`src/rtl/seq_gen.sv`:
```
// Serial pattern generator: IDLE/SHIFT/DONE FSM, MSB-first bit on each cycle after start, start-to-start >= WIDTH+2.
// No backpressure (start is dropped while busy); SEQ_GEN_REPEAT_EN adds the rpt input for gapless repeats.
module seq_gen #(
   parameter int               WIDTH   = 5,
   parameter logic [WIDTH-1:0] PATTERN = 5'b10101
) (
   input  logic             clk,
   input  logic             rst,
   input  logic             start,
   input  logic             use_ext,
   input  logic [WIDTH-1:0] pat_in,
`ifdef SEQ_GEN_REPEAT_EN
   // "repeat" is a reserved word in SystemVerilog, hence rpt
   input  logic             rpt,
`endif
   output logic             outbit,
   output logic             out_valid,
   output logic             busy,
   output logic             done,
   output logic [7:0]       sent_cnt
);

   localparam int CW = (WIDTH > 2) ? $clog2(WIDTH) : 1;
   localparam logic [CW-1:0] LAST = CW'(WIDTH - 1);

   typedef enum logic [1:0] {IDLE, SHIFT, DONE} state_t;

   state_t           state;
   logic [WIDTH-1:0] shreg;
   logic [CW-1:0]    bit_cnt;
   logic [WIDTH-1:0] sel_pat;
   logic             reload;

   assign sel_pat = use_ext ? pat_in : PATTERN;

`ifdef SEQ_GEN_REPEAT_EN
   assign reload = rpt;
`else
   assign reload = 1'b0;
`endif

   // The register rotates rather than shifts so that after WIDTH steps it holds the
   // original pattern again, which is what a repeat reloads.
   always_ff @(posedge clk or negedge rst) begin
      if (!rst) begin
         state     <= IDLE;
         shreg     <= '0;
         bit_cnt   <= '0;
         outbit    <= 1'b0;
         out_valid <= 1'b0;
         busy      <= 1'b0;
         done      <= 1'b0;
         sent_cnt  <= 8'd0;
      end else begin
         case (state)
            IDLE: begin
               done <= 1'b0;
               if (start) begin
                  shreg     <= sel_pat;
                  outbit    <= sel_pat[WIDTH-1];
                  out_valid <= 1'b1;
                  busy      <= 1'b1;
                  bit_cnt   <= '0;
                  state     <= SHIFT;
               end
            end
            SHIFT: begin
               shreg <= {shreg[WIDTH-2:0], shreg[WIDTH-1]};
               if (bit_cnt == LAST) begin
                  sent_cnt <= sent_cnt + 8'd1;
                  bit_cnt  <= '0;
                  if (reload) begin
                     outbit <= shreg[WIDTH-2];
                  end else begin
                     outbit    <= 1'b0;
                     out_valid <= 1'b0;
                     busy      <= 1'b0;
                     done      <= 1'b1;
                     state     <= DONE;
                  end
               end else begin
                  bit_cnt <= bit_cnt + CW'(1);
                  outbit  <= shreg[WIDTH-2];
               end
            end
            DONE: begin
               done  <= 1'b0;
               state <= IDLE;
            end
            default: begin
               outbit    <= 1'b0;
               out_valid <= 1'b0;
               busy      <= 1'b0;
               done      <= 1'b0;
               state     <= IDLE;
            end
         endcase
      end
   end

endmodule

```
`config.mk`:
```
export PLATFORM = sky130hd
export DESIGN_NAME = seq_gen
export DESIGN_NICKNAME = d
export VERILOG_FILES = /design/src/rtl/seq_gen.sv
export SDC_FILE = /design/constraint.sdc
export NUM_CORES = 1
export LEC_CHECK = 0
export ABC_AREA = 1
export CORE_MARGIN = 10
export CORE_UTILIZATION = 25
export DETAILED_ROUTE_END_ITERATION = 8
export SETUP_SLACK_MARGIN = 0.05
export SKIP_LAST_GASP = 1
export SLEW_MARGIN = 25
export SYNTH_ARGS = -nofsm -noshare
export SYNTH_HDL_FRONTEND = slang
export SYNTH_SLANG_ARGS = --single-unit
```
`constraint.sdc`:
```
create_clock -name clk -period 1.2 [get_ports clk]
set_input_delay 0.18 -clock clk [delete_from_list [all_inputs] [get_ports clk]]
set_output_delay 0.18 -clock clk [all_outputs]
set_load 0.03 [all_outputs]
```
* Word level (Yosys, flattened, before mapping)
Index checks and enable logic that the tools add are counted.
** Operators by class
- Bitwise logic cells :: 1
- Reductions and logical operators :: 7
- Eq/ne operators :: 5
- $add $sub $neg :: 2
- Multiplexer cells :: 17
** Operator list (number)
- 2-to-1 mux 5 bit :: 2
- case mux 5 bit (2 select lines) :: 1
- adder 8 x 1 -> 8 bit (second input constant) :: 1
- AND reduction 2 bit :: 4
- 2-to-1 mux 1 bit :: 6
- 2-to-1 mux 3 bit :: 2
- case mux 1 bit (3 select lines) :: 2
- case mux 3 bit (2 select lines) :: 1
- 2-to-1 mux 2 bit :: 2
- != test 2 bit (second input constant) :: 2
- case mux 2 bit (2 select lines) :: 1
- adder 3 x 1 -> 3 bit (second input constant) :: 1
- equality test 3 bit (second input constant) :: 1
- AND reduction 3 bit :: 1
- equality test 2 x 1 -> 1 bit (second input constant) :: 1
- equality test 2 bit (second input constant) :: 1
- logical NOT 2 bit :: 1
- nonzero test 2 bit :: 1
- NOT 1 bit :: 1
** Word-level totals
- Output and inout bits :: 12
- Input bits :: 9
- Bits in registers :: 21
- Logic and storage cells :: 39

* Longest topological paths before layout
- Word-level depth :: 3
- Gate-level depth with buffers :: 8
- Mapped depth without buffers :: 8

* Worst setup path after synthesis
Ideal clock, no wire load.
- Path kind :: flip-flop to flip-flop
- Start point :: register bit_cnt[0]
- End point :: register sent_cnt[4]
- Clock period less this slack :: 1.285 ns
- Arrival time :: 1.165 ns
- Setup time :: 0.121 ns
- Setup slack :: -0.085 ns
- Stages on the path, launching flop included :: 8
- Required time :: 1.079 ns
- Path buffers :: 0
- Cells stage by stage :: dfrtp_1 inv_1 ha_1 nand2_1 nor2_8 nand2_1 o21ai_1 nand2_1
** On the way
- Word-level cells in the longest chain between the ends :: 2
** Ends and longest elaborated chain
- start: declaration :: RTL line 30 : logic [CW-1:0] bit_cnt;
- start signal: assignment :: RTL line 82 : bit_cnt <= bit_cnt + CW'(1);
- equality test 3 bit :: RTL line 69 : if (bit_cnt == LAST) begin
- AND reduction 2 bit (no line)
- end signal: assignment :: RTL line 70 : sent_cnt <= sent_cnt + 8'd1;
- end: declaration :: RTL line 20 : output logic [7:0] sent_cnt
No other way between the ends.
A chain may end at the register's enable or synchronous reset.

* Final worst setup path
- Start point :: register bit_cnt[1]
- End point :: register sent_cnt[5]
Same word-level chain as after synthesis.

==> results by group <==
Finish
  – Share of layout cells above drive strength 1: 44.8%
  – Area Growth Syn to Fin: 55.9%
  – Multi-input logic area: 573 um^2
  – Post-Layout Cell Count: 213
  – Most frequent cells in the layout: nand2_1 (30), buf_4 (25), dfrtp_1 (15), inv_1 (9), nor2_1 (9)
  – Most common cell after layout, fill and taps aside: nand2_1
  – Fill cells: 399
  – Final nets: 176
  – # diodes: 0
  – FF+latch area: 533 um^2
  – Finished Cell Area: 1610 um^2

Routing
  – Final Routed Wirelength: 2730 um
  – Average wire per standard cell: 12.8 um
  – Antenna Nets Post-Route: 0
  – DRT Pass-1 Iters: 4
  – Drt initial violations: 50
  – DR DRC count: 0
  – Via/cell ratio: 4.41
  – Via count: 940

STA
  – Tmin final: 1.20 ns
  – Highest clock rate: 0.833 GHz
  – Final setup viols: 0
  – Period utilization: 100%
  – RSZ-0062 raised after global routing: true
  – Final slew viol count: 0
  – Final Hold Violating Endpoints: 0
  – Clock skew: 0.00837 ns
  – Least-Margin Pin Slew: 0.269 ns
  – Setup total negative slack: 0 ns
  – Hold Slack: 0.254 ns
  – Relative slew margins: 82.0%

Power
  – Maximum VDD drop: 0.000900 V
  – Power Total: 3.82 mW
  – Power Density: 2370 nW/um^2
  – Leakage Power: 0.801 nW

Critical path
  – Critical path peak fanout: 7
  – R2R depth: 7
  – Data arrival, critical path: 1.35 ns
  – CP endpoint kind: register
  – R2r setup slk: 0.00006 ns
  – Reg2reg start: bit_cnt[1]
  – Setup CP Type: reg2reg
  – CP Data Required Time: 1.35 ns
  – R2r endpoint: sent_cnt[5]
  – Setup crit start kind: register

Job
  – Max Cap Viol: 0

Floorplan
  – Core Area: 4000 um^2
  – Die area: 7110 um^2
  – Die height: 84.3 um
  – Initial Util: 25.8%
  – # rows: 23
  – # IOs: 21
  – DIE WIDTH: 84.3 um

Clock tree
  – Htree depth: 1
  – Insertion delay to the later sink of the worst-skew pair: 0.26 ns
  – Hold Buf Count CTS: 0
  – Worst-path clk slew: 0.08 ns
  – Max clock buf depth: 2
  – Root buffer cell: clkbuf_8
  – CTS tree: built
  – CTS Buf Count: 3
  – Clk sinks: 21

GRT
  – Total GRT Usage: 7.24%
  – Vias in the first global route: 989
  – Largest net degree at the start of global routing: 22
  – Antenna violations before repair: 0
  – First-pass GRT wire length: 4370 um
  – Overflow after GRT: 0

Synthesis
  – Synth warn: 0
  – Flops & latches, synth: 21
  – Seq/Total Area, Yosys: 50.8%
  – Synth unique cells: 21
  – Syn avg cell area: 8.61 um^2
  – Mapped Cells: 120
  – Syn nets: 132
  – Synthesized area: 1030 um^2

Placed design
  – GP Congestion: 0.761
  – Final HPWL DP: 1960 um
  – Placed cell areas: 1340 um^2
  – Placed cell count: 196
  – I/O Buffers: 20

Run status
  – Outcome: complete, no violations

Hold path
  – Hold crit path type: in2async
## stage by stage
step | worst slack [ns] | utilization, %
after floorplan | 0.0296 | -
after global placement | -0.0838 | 33.6
after detailed placement | -0.151 | 33.6
after CTS | -0.0313 | 36.9
after global routing | -0.0766 | 40.3
final | 0.0000552 | 40.3
## cell type report
type / instances / share of cell area [%]
clock buffer: 3 / 2.56
inverter: 15 / 3.80
clock inverter: 1 / 0.311
tap: 50 / 3.88
multi-input combinational: 84 / 35.6
timing repair buffer: 39 / 20.8
sequential: 21 / 33.1
## registers in the layout (all words and copies together), names as in the netlist
| register | cells |
|---|---|
| state | 2 |
| sent_cnt | 8 |
| busy | 1 |
| outbit | 1 |
| shreg | 5 |
| done | 1 |
| bit_cnt | 3 |
## logic make-up (layout without fill, tap and decap cells)
kind of cell / after synthesis / in the layout / synth area share (%)
flops: 21 / 21 / 50.8
compound gates: 16 / 16 / 8.47
buf+inv: 16 / 58 / 6.18
simple gates: 61 / 62 / 28.3
xor+xnor: 3 / 3 / 2.54
fa+ha+maj: 3 / 3 / 3.63
## routing by layer
metal / wire length [um] / track usage (%)
met5: 0 / 0
met4: 5 / 0.913
met3: 152 / 3.19
met2: 1460 / 12.7
met1: 1110 / 8.10
## cells in the mapped netlist
master | n | share of area (%)
nand2_4 | 3 | 3.3
nor2_4 | 1 | 1.1
nor2_8 | 1 | 1.9
a21oi_1 | 2 | 0.97
o21ai_1 | 2 | 0.97
xnor2_1 | 2 | 1.7
inv_1 | 13 | 4.7
nor3_1 | 1 | 0.48
o21ai_0 | 8 | 3.9
xor2_1 | 1 | 0.85
ha_1 | 3 | 3.6
nand2_1 | 35 | 13
nand3_1 | 6 | 2.9
dfrtp_1 | 21 | 51
inv_2 | 2 | 0.73
a31oi_1 | 2 | 1.2
a22oi_1 | 2 | 1.5
nor2_1 | 11 | 4.0
nand4_1 | 2 | 1.2
nand3b_1 | 1 | 0.73
buf_4 | 1 | 0.73
## critical path: stages, from the launching register on
cell and delay, ns:
dfrtp_1 0.40, inv_2 0.08, ha_4 0.13, nand2_4 0.07, nor2_8 0.16, nand2_4 0.08
o21ai_2 0.12, nand2_1 0.05
## power breakdown
group | internal [mW] | switching [mW]
clock | 0.231 | 0.229
combinational | 0.957 | 1.13
sequential | 0.991 | 0.274
total | 2.18 | 1.64
## worst max-delay path by stage
stage	start	end	slack, ns	cells past startpoint
after floorplan	bit_cnt[0]	sent_cnt[4]	0.03	7
after global placement	start	shreg[2]	-0.08	6
after detailed placement	start	shreg[0]	-0.15	6
after CTS	bit_cnt[1]	sent_cnt[5]	-0.03	7
after global routing	bit_cnt[1]	sent_cnt[4]	-0.08	7
final	bit_cnt[1]	sent_cnt[5]	0.00006	7
## what timing repair did
action | CTS | global route
buffers inserted | 6 | 8
pin swaps | 4 | 10
cloned | 0 | 1
endpoints found under the setup margin | 17 | 20
gates resized for setup | 15 | 25
Power figures use the tool's default switching activity.
